--- src/rtl/i2s_pkg.sv ---
// Shared definitions for the I2S transmit sequencer: FSM encoding, default
// geometry and the frame-length helper.
package i2s_pkg;

  typedef enum logic [1:0] {
    ST_IDLE  = 2'd0,
    ST_RUN   = 2'd1,
    ST_DRAIN = 2'd2
  } state_t;

  localparam int DEF_SAMPLE_W = 16;
  localparam int DEF_SLOT_W   = 32;

  function automatic int frame_bits(input int slot_w);
    return 2 * slot_w;
  endfunction

endpackage

--- src/rtl/i2s_tx_shifter.sv ---
// Frame shift register: loads left/right samples MSB-aligned in their slots
// with zero padding below, then shifts out MSB first.
module i2s_tx_shifter
  import i2s_pkg::*;
#(
  parameter int SAMPLE_W = DEF_SAMPLE_W,
  parameter int SLOT_W   = DEF_SLOT_W
) (
  input  logic                clk,
  input  logic                rst,
  input  logic                load,
  input  logic                shift,
  input  logic [SAMPLE_W-1:0] left,
  input  logic [SAMPLE_W-1:0] right,
  output logic                msb
);

  localparam int FRAME_W = frame_bits(SLOT_W);
  localparam int PAD_W   = SLOT_W - SAMPLE_W;

  logic [FRAME_W-1:0] shift_reg;
  logic [SLOT_W-1:0]  left_slot;
  logic [SLOT_W-1:0]  right_slot;

  // Sample occupies the top SAMPLE_W bits of each slot; the rest is zero.
  for (genvar gi = 0; gi < SLOT_W; gi++) begin : g_slot
    if (gi >= PAD_W) begin : g_data
      assign left_slot[gi]  = left[gi-PAD_W];
      assign right_slot[gi] = right[gi-PAD_W];
    end else begin : g_pad
      assign left_slot[gi]  = 1'b0;
      assign right_slot[gi] = 1'b0;
    end
  end

  always_ff @(posedge clk) begin
    if (rst) begin
      shift_reg <= '0;
    end else if (load) begin
      shift_reg <= {left_slot, right_slot};
    end else if (shift) begin
      shift_reg <= {shift_reg[FRAME_W-2:0], 1'b0};
    end
  end

  assign msb = shift_reg[FRAME_W-1];

endmodule

--- src/rtl/i2s_tx_sequencer.sv ---
// Philips-format I2S transmitter: one-entry sample holding register, BCLK /
// LRCLK generation from a tick enable, and frame sequencing with drain on stop.
module i2s_tx_sequencer
  import i2s_pkg::*;
#(
  parameter int SAMPLE_W = DEF_SAMPLE_W,
  parameter int SLOT_W   = DEF_SLOT_W
) (
  input  logic                clk,
  input  logic                rst,
  input  logic                tick,
  input  logic                en,
  input  logic                s_valid,
  input  logic [SAMPLE_W-1:0] s_left,
  input  logic [SAMPLE_W-1:0] s_right,
  output logic                s_ready,
  output logic                i2s_bclk,
  output logic                i2s_lrclk,
  output logic                i2s_sd,
  output logic                underrun,
  output logic                busy
);

  localparam int FRAME_W = frame_bits(SLOT_W);
  localparam int CNT_W   = (FRAME_W > 2) ? $clog2(FRAME_W) : 1;
  localparam logic [CNT_W-1:0] CNT_LAST = CNT_W'(FRAME_W - 1);
  localparam logic [CNT_W:0]   SLOT_CNT = (CNT_W + 1)'(SLOT_W);

  state_t              state_reg;
  logic                bclk_reg;
  logic                lrclk_reg;
  logic                sd_reg;
  logic                underrun_reg;
  logic                hold_full_reg;
  logic [SAMPLE_W-1:0] hold_left_reg;
  logic [SAMPLE_W-1:0] hold_right_reg;
  logic [CNT_W-1:0]    cnt_reg;

  logic                frame_load;
  logic                shift_step;
  logic                shift_msb;
  logic [CNT_W:0]      cnt_inc;
  logic [SAMPLE_W-1:0] load_left;
  logic [SAMPLE_W-1:0] load_right;

  assign cnt_inc = {1'b0, cnt_reg} + 1'b1;

  // Frame load happens on a tick either from IDLE or on the last falling
  // edge of a frame; ordinary falling edges advance the shifter.
  always_comb begin
    frame_load = 1'b0;
    shift_step = 1'b0;
    if (!rst && tick) begin
      case (state_reg)
        ST_IDLE: frame_load = en;
        ST_RUN: begin
          if (bclk_reg) begin
            if (cnt_reg == CNT_LAST) begin
              frame_load = en;
            end else begin
              shift_step = 1'b1;
            end
          end
        end
        default: ;
      endcase
    end
  end

  // An empty holding register loads a silent frame.
  assign load_left  = hold_full_reg ? hold_left_reg  : '0;
  assign load_right = hold_full_reg ? hold_right_reg : '0;

  i2s_tx_shifter #(
    .SAMPLE_W (SAMPLE_W),
    .SLOT_W   (SLOT_W)
  ) u_shifter (
    .clk   (clk),
    .rst   (rst),
    .load  (frame_load),
    .shift (shift_step),
    .left  (load_left),
    .right (load_right),
    .msb   (shift_msb)
  );

  always_ff @(posedge clk) begin
    if (rst) begin
      state_reg      <= ST_IDLE;
      bclk_reg       <= 1'b0;
      lrclk_reg      <= 1'b1;
      sd_reg         <= 1'b0;
      underrun_reg   <= 1'b0;
      hold_full_reg  <= 1'b0;
      hold_left_reg  <= '0;
      hold_right_reg <= '0;
      cnt_reg        <= '0;
    end else begin
      underrun_reg <= 1'b0;

      if (s_valid && !hold_full_reg) begin
        hold_full_reg  <= 1'b1;
        hold_left_reg  <= s_left;
        hold_right_reg <= s_right;
      end

      // A same-cycle transfer only refills hold for the following frame.
      if (frame_load) begin
        sd_reg    <= shift_msb;
        lrclk_reg <= 1'b0;
        cnt_reg   <= '0;
        if (hold_full_reg) begin
          hold_full_reg <= 1'b0;
        end else begin
          underrun_reg <= 1'b1;
        end
      end

      if (tick) begin
        case (state_reg)
          ST_IDLE: begin
            if (en) begin
              state_reg <= ST_RUN;
            end
          end
          ST_RUN: begin
            bclk_reg <= !bclk_reg;
            if (bclk_reg) begin
              if (cnt_reg != CNT_LAST) begin
                sd_reg    <= shift_msb;
                cnt_reg   <= cnt_inc[CNT_W-1:0];
                lrclk_reg <= (cnt_inc >= SLOT_CNT);
              end else if (!en) begin
                sd_reg    <= shift_msb;
                lrclk_reg <= 1'b1;
                state_reg <= ST_DRAIN;
              end
            end
          end
          ST_DRAIN: begin
            bclk_reg <= !bclk_reg;
            if (bclk_reg) begin
              sd_reg    <= 1'b0;
              state_reg <= ST_IDLE;
            end
          end
          default: state_reg <= ST_IDLE;
        endcase
      end
    end
  end

  assign s_ready   = !hold_full_reg;
  assign i2s_bclk  = bclk_reg;
  assign i2s_lrclk = lrclk_reg;
  assign i2s_sd    = sd_reg;
  assign underrun  = underrun_reg;
  assign busy      = (state_reg != ST_IDLE);

endmodule

--- config.mk ---
export PLATFORM = sky130hd
export DESIGN_NAME = i2s_tx_sequencer
export DESIGN_NICKNAME = d
export VERILOG_FILES = /design/src/rtl/i2s_pkg.sv /design/src/rtl/i2s_tx_shifter.sv /design/src/rtl/i2s_tx_sequencer.sv
export SDC_FILE = /design/constraint.sdc
export NUM_CORES = 1
export LEC_CHECK = 0
export BUFFER_PORTS_ARGS = -buffer_cell sky130_fd_sc_hd__clkbuf_2
export CAP_MARGIN = 20
export CORE_MARGIN = 4
export CORE_UTILIZATION = 53
export CTS_CLUSTER_SIZE = 10
export DETAILED_ROUTE_END_ITERATION = 8
export PLACE_DENSITY = 0.83
export SLEW_MARGIN = 40
export SYNTH_ARGS = -nofsm -noshare
export SYNTH_HDL_FRONTEND = slang
export SYNTH_HIERARCHICAL = 1
export SYNTH_SLANG_ARGS = --single-unit
--- constraint.sdc ---
create_clock -name clk -period 1.9 [get_ports clk]
set_input_delay 0.095 -clock clk [delete_from_list [all_inputs] [get_ports clk]]
set_output_delay 0.095 -clock clk [all_outputs]
set_load 0.005 [all_outputs]
==> run summary, run 1 <==
The flow ran to the end, and the final reports show no timing, DRC or antenna violations. 43 I/O pins were placed. The clock tree root buffer cell is clkbuf_8.

The routed via count divided by cell count is 5.43. In the post-synthesis netlist, the biggest area contributors are dfxtp_1, mux2i_1, nand2_1. The total of fill cells in the finished design came out at 592.

In the global route stage, met2 resource usage came out at 0.359. The number of antenna violations at the first check in global routing is 0. The Yosys warning count is 6. The share of power burned in the clock network is 0.340.

Once detail routing completed, the nets flagged for antenna violations numbered 0. Of the cells placed in the final design, the portion with a size suffix greater than 1 is 0.184. Yosys instantiated no cell more often than dfxtp_1. The congestion estimate from routability-driven global placement came to 0.882. The effective utilization at floorplan came out at 0.542. The number of detailed-route iterations in the first pass is 4.

The worst vdd rail ir drop came out at 0.601 mV. The post-layout net count came out at 587. The growth of design area from synthesis to finish is 23.4%.

The sum of negative setup slack is 0 ps. The routed wire length per instance came out at 14.9 um. The combinational share of power came out at 0.136. The number of global-route vias before repair was 3464. Summed over all cells, the static leakage comes to between 1.5 and 2 nW. The largest driver fanout on the critical path came out at 15.

The share of synthesized area in the top cell type comes to 0.447. After clock tree synthesis, the clock-pin slew on the worst setup and hold paths is 90 ps. Of the total power, registers draw 0.524. The total overflow reported by the global router came out at 0. The utilization after layout came out at 0.669. The mapped cell area is 4170 um2. The power density over the cells is 782 nW/um2. The signal on the critical path passes through inv_2 -> ha_4 -> and3_4 -> o21ai_2 -> nor2_4 -> buf_12 -> clkbuf_16 -> mux2i_1 -> a211oi_1. The biggest area contributor in the post-synthesis netlist is dfxtp_1.

The total via count in the routed design came out at 3538. The maximum number of pins on one net before global-route repair came out at 48. The startpoint-to-endpoint class of the critical path is reg2reg. The first global-routing pass estimated 15900 um of wire. The count of unresolved DRC violations after routing is 0.

TritonCTS built the clock tree. The final count of pins violating max slew is 0. In the synthesized netlist the dominant register cell turns out to be dfxtp_1.

The y dimension of the die is 96.7 um. The count of final hold-check violations came out at 0. STA classifies the critical path endpoint as a register.

The delay of the slowest cell on the worst path is 340 ps. The tightest slew margin relative to the limit is 0.668. The number of buffers added by the clock tree synthesis step came out at 9.

The worst min-delay path class is in2reg. The gate count of the mapped netlist is 469. The synthesized flop and latch total came out at 93. In the finished design, the share of the clock period the worst path needs comes to 0.950. The die covers 9350 um2. In the global route stage, overall resource usage came out at 0.205. Setup repair after global routing left no endpoint under its margin. STA puts the critical path data arrival time at 2050 ps. Wires add up to 9720 um. No sink is reached through more buffers than the 2 on the longest clock path. The data required time of the critical path is around 2100 ps.

Setup violations remaining at the end of the flow were counted as 0. The clock tree synthesis step divided the H-tree into 3 levels. The number of maximum-capacitance violations is 0. The number of nets in the synthesized netlist is 512. After floorplanning, the core was sized to cover 7690 um2. The cell-internal power is 2.95 mW. The global routing usage on met3 is 0.0368.

The repair_antennas step left the layout with diodes totalling 0. The clock net sink count is 93. The number of buffers added on ports is 42. The flip-flop count of the largest register after layout came out at 48.

The worst setup path is launched from a register. The most used routing layer is met2. After layout, the minimum clock period comes to roughly 1800 ps. The reported net switching power is 1.07 mW. The number of rows created at floorplan came out at 32.

Dividing the synthesized area by the synthesized cell count gives just under 9 um2. After synthesis, the most frequently instantiated cells are dfxtp_1, nand2_1, mux2i_1. The highest clock frequency the design can meet is 554 MHz.

The synthesized design contains 0 enable-type register cells. The later pin in the worst-skew pair is clocked with a latency of between 300 and 400 ps. The initial DRC count came out at 130. The portion of the post-synthesis area used by sequential elements came out at 0.447. The half-perimeter wire length after detailed placement came out at 5670 um. On the final layout, the worst clock skew is 8.31 ps. The net switching fraction of the power came out at 0.265. The post-synthesis async set-or-reset flop share is 0. The met1 demand-to-capacity share in global routing came out at 0.241. The count of different cell masters after synthesis came out at 40.

The highest-delay cell along the critical path is dfxtp_2. The slew at the pin closest to its max-slew limit came out at ~500 ps. The width of the die is 96.7 um.
-- worst paths after layout --
check,slack [ps],from,depth (start not counted),to
max,100,state_reg[1]$_SDFFE_PP0P_,9,u_shifter/shift_reg[51]$_SDFFE_PP0P_
min,90,rst,2,i2s_bclk$_SDFFE_PP0P_
max reg2reg,100,state_reg[1]$_SDFFE_PP0P_,9,u_shifter/shift_reg[51]$_SDFFE_PP0P_
min reg2reg,450,hold_right_reg[1]$_SDFFE_PP0P_,2,hold_right_reg[1]$_SDFFE_PP0P_
-- layout by cell type (no fill, tap or decap), drive strengths merged, types with 2 or more instances in the layout --
master,count
ha,6
buf,24
mux2i,49
a211oi,32
nor3,3
or3,2
nor2b,32
nand2,79
clkbuf,53
o211ai,6
o21a,2
a21oi,42
o21ai,4
dlygate4sd3,32
inv,10
clkinv,3
dfxtp,93
xnor2,3
and2,32
nor2,23
nand3,5
-- timing repair --
item | CTS | global route
pin swaps | 0 | 1
endpoints found under the hold margin | 32 | 0
setup buffers | 0 | 2
hold buffers | 32 | 0
cloned | 0 | 1
setup endpoints to repair | 2 | 39
gates resized for setup | 1 | 13
-- power groups by stage --
stage               Sequential, mW  Clock, mW  Combinational [mW]
floorplan                     2.13          0               0.323
global placement              2.14          0               0.448
detailed placement            2.15          0               0.464
CTS                           2.10       1.39               0.522
global route                  2.12       1.49               0.601
finish                        2.11       1.37               0.548
-- final cells by class --
type | count | area, um2 | share of cell area
multi-input combinational | 332 | 2120 | 0.413
sequential | 93 | 1870 | 0.363
timing repair buffer | 99 | 785 | 0.152
clock buffer | 10 | 138 | 0.0268
tap | 102 | 128 | 0.0248
clock inverter | 6 | 71.3 | 0.0139
inverter | 9 | 33.8 | 0.00657
-- critical path, delay by kind of cell, from the launching register on --
family                   cells  cell delay [ps]
adder cells (fa/ha/maj)      1              150
AND/OR/NAND/NOR              2              460
flip-flops                   1              340
AO/OA/AOI/OAI                2              160
buffers and inverters        3              390
multiplexers                 1              190
-- kinds of logic after synthesis --
logic type	count (synthesis)	share of synthesized area
adder cells (fa/ha/maj)	6	0.0180
AO/OA/AOI/OAI	90	0.136
AND/OR/NAND/NOR	183	0.219
multiplexers	49	0.118
buffers and inverters	44	0.0540
flip-flops	93	0.447
XOR/XNOR	4	0.00841
-- per-stage QoR --
step	setup slack (ps)	std cells	instance area (um2)	power [mW]	hold slack (ps)
after CTS	48.2	648	5050	4.01	77.1
after global placement	110	600	4520	2.59	317
after floorplan	8.44	469	4180	2.45	231
after detailed placement	3.06	600	4520	2.61	324
final	95.2	651	5140	4.02	85.1
after global routing	26.5	651	5140	4.21	92.2
-- layer usage --
metal | routed length, um | vias up
li1 | - | 1739
met1 | 3920 | 1698
met2 | 5170 | 77
met3 | 378 | 24
met4 | 250 | 0
met5 | 0 | -
(Power assumes the default switching activity.)
==> inputs of run 2 (changes only) <==
--- a/config.mk
+++ b/config.mk
@@ -8,7 +8,7 @@
 export BUFFER_PORTS_ARGS = -buffer_cell sky130_fd_sc_hd__clkbuf_2
 export CAP_MARGIN = 20
 export CORE_MARGIN = 4
-export CORE_UTILIZATION = 53
+export CORE_UTILIZATION = 56
 export CTS_CLUSTER_SIZE = 10
 export DETAILED_ROUTE_END_ITERATION = 8
 export PLACE_DENSITY = 0.83
==> constraint.sdc (replaced) <==
create_clock -name clk -period 2.28 [get_ports clk]
set_input_delay 0.114 -clock clk [delete_from_list [all_inputs] [get_ports clk]]
set_output_delay 0.114 -clock clk [all_outputs]
set_load 0.005 [all_outputs]
==> run summary, run 2 (synthesis gave the netlist of run 1 again) <==
Run status: complete, no violations (unchanged). The data required time of the critical path is 2550 ps (was 2140 ps). The setup skew after layout came out at 14.9 ps (was 8.31 ps). The category of the worst setup path capture point is a register (unchanged).

The total of fill cells in the finished design is 556 (was 592). The cell total after placement came out at 589 (was 600). The routed via count divided by cell count came out at 5.46 (was 5.43). The count of final hold-check violations is 0 (unchanged). The highest clock frequency the design can meet came out at 485 MHz (was 554 MHz). The layout cell share with drive strength beyond 1 came out at 0.151 (was 0.184). The most common cell after layout, fill and taps aside is dfxtp_1 (unchanged). The sum of negative setup slack is 0 ps (unchanged). The maximum number of buffers from clock root to sink came out at 2 (unchanged). The number of buffers inserted by post-CTS setup repair came to 0 (unchanged).

Highest-count cells in the layout ignoring fill and taps: dfxtp_1, nand2_1, mux2i_1, a21oi_1, clkbuf_2 (unchanged). The clock tree root buffer cell is clkbuf_8 (unchanged). The global router's overall resource usage is 0.225 (was 0.205). The net switching fraction of the power came out at 0.282 (was 0.265). The flip-flop count of the largest register after layout is 48 (unchanged). The startpoint-to-endpoint class of the critical path is reg2reg (unchanged). The final count of pins violating max slew came to 0 (unchanged).

The y dimension of the die came out at 94.3 um (was 96.7 um). The total via count in the routed design came out at 3481 (was 3538). The worst vdd rail ir drop was 0.415 mV (was 0.601 mV). The core footprint came out at 7250 um2 (was 7690 um2).

The combinational share of power is 0.131 (was 0.136). The tightest slew margin relative to the limit came out at 0.605 (was 0.668). The count of unresolved DRC violations after routing is 0 (unchanged).

The leakage power total came to 1.86 nW (was 1.94 nW). The multi-input logic area is 2090 um2 (was 2120 um2). The proportion of power drawn by flip-flops and latches is 0.543 (was 0.524). The number of antenna violations at the first check in global routing is 1 (was 0). The fraction of the cycle the final worst path needs was 0.904 (was 0.950). The number of maximum-capacitance violations was 0 (unchanged).

The width of the die was 94.3 um (was 96.7 um). The post-layout net count came out at 576 (was 587). The slew at the pin closest to its max-slew limit came to 593 ps (was 498 ps). The kind of start point of the critical path is a register (unchanged). The worst min-delay path class is in2reg (unchanged). The overall power after layout is 3.23 mW (was 4.02 mW). The growth of design area from synthesis to finish came out at 19.1% (was 23.4%).

The clock net sink count is 93 (unchanged). The total area of sequential cells came out at 1860 um2 (was 1870 um2). The clock transition at the registers of the reported paths is 100 ps (was 90 ps). The initial DRC count is 226 (was 130). The final setup violation count came to 0 (unchanged). The largest driver fanout on the critical path came to 17 (was 15). The number of rows created at floorplan came out at 31 (was 32). The power density over the cells is 651 nW/um2 (was 782 nW/um2). The clock network latency to the later pin of the worst-skew pair is 370 ps (about the same).

The minimum period implied by the final worst setup slack came to 2060 ps (was 1800 ps). The cell-internal power is 2.32 mW (was 2.95 mW). The remaining number of nets flagged by the antenna check after routing is 0 (unchanged).

The reported net switching power is 0.911 mW (was 1.07 mW). The number of buffers added by the clock tree synthesis step is 9 (unchanged). The maximum number of pins on one net before global-route repair came to 60 (was 48). The global-route wire length before repair is 16000 um (was 15900 um).

The total overflow reported by the global router is 0 (unchanged). The routed wire length per instance is 14.3 um (was 14.9 um). The placer's final routability congestion estimate is 0.889 (was 0.882). Unrepaired setup endpoints after global routing: false (unchanged). The depth of the CTS H-tree is 3 (unchanged). The number of detailed-route iterations in the first pass is 4 (unchanged).

The number of I/O pins is 43 (unchanged). The arrival time at the worst endpoint is 2330 ps (was 2050 ps). The share of power burned in the clock network came out at 0.325 (was 0.340).

The half-perimeter wire length after detailed placement came out at 5540 um (was 5670 um). The number of buffers added on ports came out at 42 (unchanged). The TritonCTS clock tree is yes (unchanged). The final non-filler cell total was 638 (was 651). The area enclosed by the die boundary came to 8890 um2 (was 9350 um2). The total wire length came out at 9140 um (was 9720 um). The effective utilization at floorplan was 0.575 (was 0.542). The number of global-route vias before repair came out at 3589 (was 3464).
run 2: changes by cell type in the layout (fill, tap and decap cells not counted), moves of 3 or more:
cell / before / now
buf_6: 3 / 0
dfxtp_1: 90 / 93
dfxtp_2: 3 / 0
buf_4: 18 / 12
run 2: area by class of cell:
class / count / area share
multi-input combinational: 332 / 0.421
clock inverter: 7 / 0.0136
sequential: 93 / 0.375
clock buffer: 9 / 0.0249
timing repair buffer: 88 / 0.133
tap: 99 / 0.0249
antenna: 1 / 0.000504
inverter: 9 / 0.00680
run 2: worst max-delay path, stage by stage, from the launching register on:
cell and delay, ps:
dfxtp_1 440, ha_1 270, nand2_1 180, o31a_1 320, nor2_4 230, inv_1 90, buf_4 210, a211oi_1 240
run 2: repair_timing:
item                                    4_1_cts  5_1_grt
endpoints found under the setup margin        0       16
resized for setup                             0        1
hold buffers                                 32        0
hold endpoints to repair                     32        0
run 2: metal layers:
| metal | part of all wire | routed length, um | GRT usage |
|---|---|---|---|
| met1 | 0.45 | 4080 | 0.277 |
| met2 | 0.49 | 4520 | 0.375 |
| met3 | 0.030 | 273 | 0.0321 |
| met4 | 0.030 | 276 | 0.126 |
| met5 | 0 | 0 | 0 |
run 2: power groups by stage:
| stage | Sequential [mW] | Clock, mW | Combinational [mW] |
|---|---|---|---|
| finish | 1.76 | 1.05 | 0.425 |
| global route | 1.77 | 1.14 | 0.474 |
| CTS | 1.76 | 1.08 | 0.418 |
| detailed placement | 1.79 | 0 | 0.370 |
| global placement | 1.79 | 0 | 0.357 |
| floorplan | 1.78 | 0 | 0.268 |
run 2: worst paths after layout:
| path | start | end | slack [ps] | depth (start not counted) |
|---|---|---|---|---|
| worst min-delay path | rst | i2s_lrclk$_SDFF_PP1_ | 110 | 3 |
| worst max register to register | cnt_reg[0]$_SDFF_PP0_ | u_shifter/shift_reg[17]$_SDFFE_PP0P_ | 220 | 7 |
| worst max-delay path | cnt_reg[0]$_SDFF_PP0_ | u_shifter/shift_reg[17]$_SDFFE_PP0P_ | 220 | 7 |
| worst min register to register | hold_left_reg[13]$_SDFFE_PP0P_ | hold_left_reg[13]$_SDFFE_PP0P_ | 450 | 2 |
run 2: through the flow:
step | worst slack [ps] | cell area, um2 | hold slack, ps | util
finish | 220 | 4960 | 110 | 0.684
global route | 59.1 | 4960 | 127 | 0.684
CTS | 164 | 4960 | 104 | 0.684
detailed placement | 184 | 4450 | 343 | 0.614
global placement | 309 | 4450 | 336 | 0.614
floorplan | 286 | 4170 | 250 | -
